## config.mk

```make
export PLATFORM = sky130hd
export DESIGN_NAME = fir_output_stream
export DESIGN_NICKNAME = d
export VERILOG_FILES = /design/src/rtl/fir_pkg.sv /design/src/rtl/fir_sync_fifo.sv /design/src/rtl/fir_output_stream.sv
export SDC_FILE = /design/constraint.sdc
export NUM_CORES = 1
export LEC_CHECK = 0
export CELL_PAD_IN_SITES_DETAIL_PLACEMENT = 0
export CELL_PAD_IN_SITES_GLOBAL_PLACEMENT = 1
export CORE_MARGIN = 3
export CORE_UTILIZATION = 45
export CTS_CLUSTER_DIAMETER = 100
export DETAILED_ROUTE_END_ITERATION = 6
export PLACE_DENSITY_LB_ADDON = 0.1
export REMOVE_ABC_BUFFERS = 1
export SLEW_MARGIN = 20
export SYNTH_ARGS = -nofsm -noshare
export SYNTH_HDL_FRONTEND = slang
export SYNTH_SLANG_ARGS = --single-unit
```

## constraint.sdc

```tcl
create_clock -name clk -period 4.4 [get_ports clk]
set_input_delay 0.88 -clock clk [delete_from_list [all_inputs] [get_ports clk]]
set_output_delay 0.88 -clock clk [all_outputs]
set_load 0.01 [all_outputs]
```

## src/rtl/fir_pkg.sv

```systemverilog
// +-------------------------------------------------------------------+
// | fir_pkg : shared constants and beat type for the FIR output stage |
// | Rev 1.0                                                           |
// +-------------------------------------------------------------------+
`default_nettype none

package fir_pkg;

   localparam int OUT_WIDTH      = 16;
   localparam int FRAC_SHIFT     = 15;
   localparam int OUT_FIFO_DEPTH = 16;

   typedef struct packed {
      logic signed [OUT_WIDTH-1:0] data;
      logic                        last;
      logic                        sat;
      logic                        err;
   } out_beat_t;

endpackage

`default_nettype wire

```

## src/rtl/fir_sync_fifo.sv

```systemverilog
// +-------------------------------------------------------------------+
// | fir_sync_fifo : first-word-fall-through FIFO of out_beat_t        |
// | Rev 1.0                                                           |
// +-------------------------------------------------------------------+
`default_nettype none

module fir_sync_fifo
   import fir_pkg::*;
#(
   parameter int DEPTH = OUT_FIFO_DEPTH
)
(
   input  logic                       clk,
   input  logic                       rstn,
   input  logic                       flush_i,
   input  logic                       push_i,
   input  out_beat_t                  din_i,
   input  logic                       pop_i,
   output out_beat_t                  dout_o,
   output logic                       empty_o,
   output logic                       accept_o,
   output logic [$clog2(DEPTH):0]     level_o
);

   localparam int AW = $clog2(DEPTH);

   out_beat_t        mem_q [DEPTH];
   logic [AW-1:0]    wr_q;
   logic [AW-1:0]    rd_q;
   logic [AW:0]      level_q;
   logic             w_full;
   logic             w_push;
   logic             w_pop;

   assign w_full   = (level_q == (AW+1)'(DEPTH));
   assign w_pop    = pop_i && (level_q != '0);
   // A full FIFO still takes a write when the head leaves in the same cycle.
   assign w_push   = push_i && (!w_full || w_pop);
   assign accept_o = w_push;
   assign empty_o  = (level_q == '0);
   assign level_o  = level_q;
   assign dout_o   = empty_o ? '0 : mem_q[rd_q];

   always_ff @(posedge clk) begin
      if (w_push) begin
         mem_q[wr_q] <= din_i;
      end
   end

   always_ff @(posedge clk) begin
      if (!rstn || flush_i) begin
         wr_q    <= '0;
         rd_q    <= '0;
         level_q <= '0;
      end else begin
         if (w_push) begin
            wr_q <= wr_q + AW'(1);
         end
         if (w_pop) begin
            rd_q <= rd_q + AW'(1);
         end
         level_q <= level_q + (AW+1)'(w_push) - (AW+1)'(w_pop);
      end
   end

endmodule

`default_nettype wire

```

## src/rtl/fir_output_stream.sv

```systemverilog
// +-------------------------------------------------------------------+
// | fir_output_stream : round/saturate, frame and stream FIR results  |
// | Rev 1.0                                                           |
// +-------------------------------------------------------------------+
`default_nettype none

module fir_output_stream
   import fir_pkg::*;
#(
   parameter int IN_WIDTH    = 40,
   parameter int FIFO_DEPTH  = OUT_FIFO_DEPTH,
   parameter int FRAME_LEN_W = 16
)
(
   input  logic                           clk,
   input  logic                           rstn,
   input  logic                           enable,
   input  logic                           clear,
   input  logic [FRAME_LEN_W-1:0]         frame_len,
   input  logic                           output_data_valid,
   input  logic [IN_WIDTH-1:0]            output_data,
   input  logic                           error,
   output logic                           m_axis_tvalid,
   input  logic                           m_axis_tready,
   output logic [OUT_WIDTH-1:0]           m_axis_tdata,
   output logic                           m_axis_tlast,
   output logic [1:0]                     m_axis_tuser,
   output logic                           overflow_sticky,
   output logic [15:0]                    drop_count,
   output logic [15:0]                    sat_count,
   output logic [$clog2(FIFO_DEPTH):0]    fifo_level
);

   localparam logic signed [IN_WIDTH:0] c_half = (IN_WIDTH+1)'(1) << (FRAC_SHIFT-1);
   localparam logic signed [IN_WIDTH:0] c_max  = (IN_WIDTH+1)'((2**(OUT_WIDTH-1))-1);
   localparam logic signed [IN_WIDTH:0] c_min  = ~c_max;

   logic signed [IN_WIDTH:0]    w_sum;
   logic signed [IN_WIDTH:0]    w_shift;
   logic signed [OUT_WIDTH-1:0] q_data_d;
   logic                        q_sat_d;

   logic                        q_valid_q;
   logic signed [OUT_WIDTH-1:0] q_data_q;
   logic                        q_sat_q;
   logic                        q_err_q;

   logic [FRAME_LEN_W-1:0]      len_q;
   logic [FRAME_LEN_W-1:0]      pos_q;
   logic [FRAME_LEN_W-1:0]      w_len;
   logic                        w_last;
   logic                        w_accept;
   logic                        w_empty;
   out_beat_t                   w_in_beat;
   out_beat_t                   w_out_beat;

   // One extra bit of headroom keeps the rounding add from wrapping.
   always_comb begin
      w_sum   = $signed({output_data[IN_WIDTH-1], output_data}) + c_half;
      w_shift = w_sum >>> FRAC_SHIFT;
      q_sat_d = 1'b0;
      if (w_shift > c_max) begin
         q_data_d = c_max[OUT_WIDTH-1:0];
         q_sat_d  = 1'b1;
      end else if (w_shift < c_min) begin
         q_data_d = c_min[OUT_WIDTH-1:0];
         q_sat_d  = 1'b1;
      end else begin
         q_data_d = w_shift[OUT_WIDTH-1:0];
      end
   end

   always_ff @(posedge clk) begin
      if (!rstn || clear) begin
         q_valid_q <= 1'b0;
         q_data_q  <= '0;
         q_sat_q   <= 1'b0;
         q_err_q   <= 1'b0;
      end else begin
         q_valid_q <= output_data_valid && enable;
         if (output_data_valid && enable) begin
            q_data_q <= q_data_d;
            q_sat_q  <= q_sat_d;
            q_err_q  <= error;
         end
      end
   end

   // A new frame picks up frame_len live; mid-frame the latched length rules.
   assign w_len  = (pos_q == '0) ? frame_len : len_q;
   assign w_last = (w_len != '0) && (pos_q == (w_len - FRAME_LEN_W'(1)));

   always_comb begin
      w_in_beat      = '0;
      w_in_beat.data = q_data_q;
      w_in_beat.last = w_last;
      w_in_beat.sat  = q_sat_q;
      w_in_beat.err  = q_err_q;
   end

   fir_sync_fifo #(
      .DEPTH    (FIFO_DEPTH)
   ) u_fifo (
      .clk      (clk),
      .rstn     (rstn),
      .flush_i  (clear),
      .push_i   (q_valid_q),
      .din_i    (w_in_beat),
      .pop_i    (m_axis_tready),
      .dout_o   (w_out_beat),
      .empty_o  (w_empty),
      .accept_o (w_accept),
      .level_o  (fifo_level)
   );

   always_ff @(posedge clk) begin
      if (!rstn || clear) begin
         len_q           <= '0;
         pos_q           <= '0;
         overflow_sticky <= 1'b0;
         drop_count      <= '0;
         sat_count       <= '0;
      end else if (q_valid_q) begin
         if (w_accept) begin
            if (pos_q == '0) begin
               len_q <= frame_len;
            end
            pos_q <= (w_last || (w_len == '0)) ? '0 : pos_q + FRAME_LEN_W'(1);
            if (q_sat_q && (sat_count != 16'hFFFF)) begin
               sat_count <= sat_count + 16'd1;
            end
         end else begin
            overflow_sticky <= 1'b1;
            if (drop_count != 16'hFFFF) begin
               drop_count <= drop_count + 16'd1;
            end
         end
      end
   end

   assign m_axis_tvalid = !w_empty;
   assign m_axis_tdata  = w_out_beat.data;
   assign m_axis_tlast  = w_out_beat.last;
   assign m_axis_tuser  = {w_out_beat.err, w_out_beat.sat};

endmodule

`default_nettype wire

```

==> metrics.md, run 1 <==
| Metric | Value |
|---|---|
| Status | complete, no violations |
| Hold Fails Final Rpt | 0 |
| Count of clock tree sinks | 405 |
| Total grt overflow | 0 |
| GRT Total Usage | 20.0% |
| Starting DRT DRC Count | 721 |
| First-pass GRT wire length | 63600 um |
| Final Skew | 0.0139 ns |
| DR vias | 10500 |
| Arr. time, crit path | 3.15 ns |
| Die width | 203 um |
| Min Clock Period, post-route | 4.03 ns |
| Starting Density | 46.1% |
| Flops & latches, synth | 405 |
| Post-route insts no fill | 1873 |
| Critical Path RT | 3.52 ns |
| RSZ-0062 raised after global routing | no |
| Cell taking the most area after synthesis | edfxtp_1 |
| Worst-Skew Late Latency | 0.56 ns |
| CTS tree | yes |
| Area post-placement | 19400 um2 |
| Port buffer count | 106 |
| Slew Limit Headroom | 28.6% |
| Synth Flop Type | edfxtp_1 |
| Top post-synthesis cells by area | edfxtp_1 (52%), mux4_2 (12%), dfxtp_1 (12%), nor2_1 (2.0%), xnor2_1 (1.8%) |
| Register area share after synthesis | 63.6% |
| Clock slew at reported path FFs | 0.06 ns |
| Top-count cell post-synth | edfxtp_1 |
| Routed WL per cell | 21.9 um |
| Lkg Pwr | 6.62 nW |
| Syn-to-layout area delta | 18.7% |
| Logic pwr share | 14.3% |
| Yosys Warn Count | 0 |
| # setup viols final | 0 |
| Post-synth EDFFs | 304 |
| Die area | 41400 um2 |
| Final Cell Area | 20800 um2 |
| Hold-fix buffers, CTS | 0 |
| Syn Area/Cell | 14.6 um2 |
| # Max-Cap Violations | 0 |
| Dpl hpwl | 25400 um |
| Placed cell count | 1796 |
| Setup CP Type | flip-flop to primary output |
| Fillers | 3175 |
| Io pins | 121 |
| Htree depth | 2 |
| Vias in the first global route | 10600 |
| CP Capture Type | primary output |
| Final #Nets | 1410 |
| Fin crit share | 91.6% |
| Largest net degree at the start of global routing | 79 |
| Gpl congestion | 0.805 |
| Fmax | 248 MHz |
| Syn Inst Count | 1198 |
| DR vias/cell | 5.59 |
| Post-synth top cells | edfxtp_1 (304), dfxtp_1 (101), mux4_2 (95) |
| CTS Buffer Depth | 3 |
| Site row count | 71 |
| Sequential share of power | 46.4% |
| Post-CTS Setup Inserts | 0 |
| Post-synth cell types | 69 |
| Syn Std Cell Area | 17500 um2 |
| Hold WC Path Type | flip-flop to flip-flop |
| Power density over cell area | 433 nW/um2 |
| Slew @ Worst Pin | 1.07 ns |
| Clock share of power | 39.3% |
| Net Sw Frac | 23.9% |
| Antenna Cells | 0 |
| Final Max Tran Viols | 0 |
| CTS Root Cell | clkbuf_16 |
| Pre-Repair DR Iteration Count | 4 |
| Crit Path Max Fanout | 19 |
| Core ar. | 38000 um2 |
| Detail Route Antenna Nets | 0 |
| Internal Power | 6.86 mW |
| P_sw | 2.16 mW |
| Share of the synthesized area in the top cell type | 52.0% |
| Routed WL | 41000 um |
| Layout cells sized above 1 | 19.5% |
| DRC | 0 |
| Initial antenna violation count | 1 |
| Chip height | 203 um |
| Num CTS Buffers | 43 |
| CP Launch Type | flip-flop |
| Peak supply drop | 0.247 mV |
| Async SR Flop Fraction | 0% |
==> power by group through the flow <==
stage                     sequential (mW)  combinational, mW  clock (mW)
after floorplan                      4.31              0.681           0
after global placement               4.27               1.31           0
after detailed placement             4.27               1.32           0
after CTS                            4.19               1.32        3.63
after global routing                 4.19               1.41        3.80
final                                4.18               1.29        3.54
==> placed cells by master, fill, tap and decap left out, types with 25 or more instances in the layout <==
cell / n
xor2_1: 32
buf_4: 40
clkbuf_16: 43
nor2_1: 82
dfxtp_1: 98
nand3_1: 34
mux4_2: 95
nand2_1: 77
a21oi_1: 37
nand4_1: 28
inv_1: 25
edfxtp_1: 304
clkdlybuf4s50_1: 106
and2_1: 25
xnor2_1: 37
nor3_1: 38
==> layout make-up <==
class | count | area, um2 | area share (%)
multi-input cells | 705 | 6110 | 29.4
clock inverters | 28 | 273 | 1.31
repair buffers | 150 | 1440 | 6.92
well taps | 511 | 639 | 3.07
clock buffers | 49 | 1110 | 5.32
flip-flops and latches | 405 | 11200 | 53.6
inverters | 25 | 93.8 | 0.451
==> kinds of logic after synthesis <==
logic type | count (synthesis) | share of synthesized area [%]
xor gates and xnor gates | 69 | 3.45
adders and majority gates | 17 | 1.26
AOI/OAI and AO/OA | 118 | 4.93
buffers and inverters | 88 | 2.10
and+or+nand+nor | 384 | 11.2
muxes | 117 | 13.5
DFF | 405 | 63.6
==> sequential cells by signal, indices dropped and copies added, names as in the netlist, 5 cells and up, named ones only <==
signal	flops
q_data_q	16
sat_count	16
pos_q	16
len_q	16
u_fifo.level_o	5
drop_count	16
u_fifo.mem_q	304
==> what timing repair did <==
| item | 4_1_cts | 5_1_grt |
|---|---|---|
| gates resized for setup | 0 | 5 |
| endpoints found under the setup margin | 0 | 32 |
| hold endpoints to repair | 0 | 0 |
==> worst max-delay path, stage by stage, from the launching register on <==
cell,delay [ns]
dfxtp_4,0.61
buf_12,0.26
mux4_2,0.52
mux4_2,0.48
and2_1,0.20
clkdlybuf4s50_1,0.49
==> routing by layer <==
layer	GRT usage (%)	vias up	wire length (um)
met3	3.94	45	2000
met2	31.6	220	19200
met1	29.2	5287	19100
met5	0	-	0
li1	-	4916	-
met4	4.35	0	665
==> per-stage QoR <==
stage                     util [%]  setup TNS, ns  total power, mW  hold WS [ns]  setup WS [ns]
after detailed placement      51.1              0             5.59         0.449         0.0675
after floorplan                  -         -27.99             4.99         0.449         -0.983
after global routing          54.8              0             9.39         0.505         0.0477
after global placement        51.1              0             5.58         0.434          0.210
after CTS                     54.7              0             9.14         0.459         0.0364
final                         54.8              0             9.01         0.458          0.369
==> path summary, 6_finish.rpt <==
check / startpoint / endpoint / slack [ns] / cells after the start
setup / recovery: flip-flop / m_axis_tdata[7] / 0.37 / 5
hold / removal: overflow_sticky / overflow_sticky / 0.46 / 2
setup reg to reg: pos_q[0] / pos_q[7] / 0.37 / 15
hold reg to reg: overflow_sticky / overflow_sticky / 0.46 / 2
(Power assumes the default switching activity.)
==> run 2, diff against run 1 <==
- PLACE_DENSITY_LB_ADDON: 0.1 -> 0.12
==> run 2 against run 1 <==
  * Hold slack barely moved
  * Register-to-register slack got worse by 0.03 ns
  * Worst setup slack got worse by 0.026 ns
  * Largest power group unchanged
  * Power rose by 1.5%
  * Critical endpoint unchanged
  * Sequential power barely moved
==> metrics.md, run 2 (synthesis gave the netlist of run 1 again) <==
| Metric | Value |
|---|---|
| Status | complete, no violations |
| Final Skew | 0.0122 ns |
| Chip height | 203 um |
| Num CTS Buffers | 43 |
| Initial antenna violation count | 3 |
| First-pass GRT wire length | 64600 um |
| Power density over cell area | 438 nW/um2 |
| DR vias/cell | 5.65 |
| Die area | 41400 um2 |
| Worst-Skew Late Latency | 0.56 ns |
| Setup CP Type | flip-flop to primary output |
| Dpl hpwl | 26000 um |
| Internal Power | 6.98 mW |
| # setup viols final | 0 |
| GRT Total Usage | 20.6% |
| Slew @ Worst Pin | 0.946 ns |
| Most common cell after layout, fill and taps aside | edfxtp_1 |
| Hold-fix buffers, CTS | 0 |
| Routed WL per cell | 22.6 um |
| Final Cell Area | 20900 um2 |
| Arr. time, crit path | 3.18 ns |
| Detail Route Antenna Nets | 0 |
| Htree depth | 2 |
| Io pins | 121 |
| Pre-Repair DR Iteration Count | 5 |
| Area post-placement | 19400 um2 |
| CTS Root Cell | clkbuf_16 |
| Slew Limit Headroom | 36.9% |
| Critical Path RT | 3.52 ns |
| Starting DRT DRC Count | 716 |
| Largest register by flop count | u_fifo.mem_q |
| Crit Path Max Fanout | 34 |
| Sequential share of power | 45.7% |
| Logic pwr share | 13.9% |
| Site row count | 71 |
| DR vias | 10600 |
| CP Launch Type | flip-flop |
| Crit-path cells | buf_12, mux4_2, mux4_2, and2_1, clkdlybuf4s50_1 |
| Dpl ws | 0.104 ns |
| Lkg Pwr | 6.67 nW |
| Final Max Tran Viols | 0 |
| Critical Path Most Common Cell | mux4_2 |
| Syn-to-layout area delta | 19.2% |
| P_sw | 2.17 mW |
| Hold WC Path Type | flip-flop to flip-flop |
| RSZ-0062 raised after global routing | no |
| Final WS setup | 0.343 ns |
| DRC | 0 |
| Fin crit share | 92.2% |
| Die width | 203 um |
| Layout cells sized above 1 | 19.6% |
| Most frequent cells in the layout | edfxtp_1 (304), clkdlybuf4s50_1 (106), dfxtp_1 (98), mux4_2 (95), nor2_1 (82) |
| Post-CTS Setup Inserts | 0 |
| Count of clock tree sinks | 405 |
| Clock share of power | 40.4% |
| Tot Pwr | 9.15 mW |
| Routed WL | 42500 um |
| Largest net degree at the start of global routing | 79 |
| Starting Density | 46.1% |
| CTS Buffer Depth | 3 |
| Final #Nets | 1412 |
| Gpl congestion | 0.813 |
| Peak supply drop | 0.256 mV |
| Total grt overflow | 0 |
| Largest register FFs | 304 |
| Slowest-stage cell, CP | mux4_2 |
| Antenna Cells | 0 |
| Min Clock Period, post-route | 4.06 ns |
| Clock slew at reported path FFs | 0.06 ns |
| Core ar. | 38000 um2 |
| # Max-Cap Violations | 0 |
| Hold Fails Final Rpt | 0 |
| Fmax | 247 MHz |
| Net Sw Frac | 23.7% |
| Port buffer count | 106 |
| CP Capture Type | primary output |
| Final setup TNS | 0 ns |
| Post-CTS Resized | 0 |
| Crit-path max cell delay | 0.55 ns |
| Vias in the first global route | 10800 |
| Top cell family by delay on the critical path | multiplexers |
| Count of buffer and inverter cells on the critical path | 2 |
| CTS tree | yes |
## run 2: changes by cell type in the layout (fill, tap and decap cells not counted), moves of 2 or more
cell / before / now
buf_4: 40 / 43
clkbuf_1: 5 / 8
clkinv_1: 6 / 4
bufinv_16: 4 / 6
clkinvlp_4: 4 / 2
## run 2: per-layer routing
metal / GRT usage, % / part of all wire (%)
met4: 5.19 / 2.1
met3: 3.88 / 5.5
met2: 34.5 / 49
met1: 28.0 / 43
met5: 0 / 0.082
## run 2: worst paths after layout
check	to	slack (ns)	depth (start not counted)	startpoint
max reg2reg	u_fifo.mem_q[10][2]	0.34	14	pos_q[0]
min reg2reg	overflow_sticky	0.46	2	overflow_sticky
max	m_axis_tdata[7]	0.34	5	flip-flop
min	overflow_sticky	0.46	2	overflow_sticky
## run 2: worst reg2reg max path, stage by stage (launching register included)
cell     delay (ns)
dfxtp_1        0.36
inv_1          0.11
ha_1           0.15
nor4b_2        0.25
and4_2         0.35
mux2i_1        0.27
ha_1           0.26
or3b_2         0.49
o31ai_1        0.26
and3_1         0.19
o31ai_1        0.08
nor4_2         0.29
nand4_1        0.19
nor4_2         0.39
buf_4          0.26
## run 2: layout make-up
type                       count  area [um2]
clock buffer                  52        1120
fill                        3161       17100
sequential                   405       11200
timing repair buffer         152        1440
tap                          511         639
inverter                      25        93.8
multi-input combinational    705        6110
clock inverter                27         329
## run 2: power groups by stage
stage / Combinational, mW / Clock [mW] / Sequential [mW]
2_1_floorplan: 0.681 / 0 / 4.31
3_3_place_gp: 1.30 / 0 / 4.26
3_5_place_dp: 1.30 / 0 / 4.26
4_1_cts: 1.31 / 3.80 / 4.18
5_1_grt: 1.39 / 3.93 / 4.19
6_report: 1.27 / 3.70 / 4.18
## run 2: metrics by stage
step / utilization (%) / std cells / hold slack [ns]
final: 55.0 / 1877 / 0.458
after global routing: 55.0 / 1877 / 0.482
after CTS: 54.9 / 1877 / 0.464
after detailed placement: 51.1 / 1798 / 0.448
after global placement: 51.1 / 1798 / 0.436
after floorplan: - / 1135 / 0.449
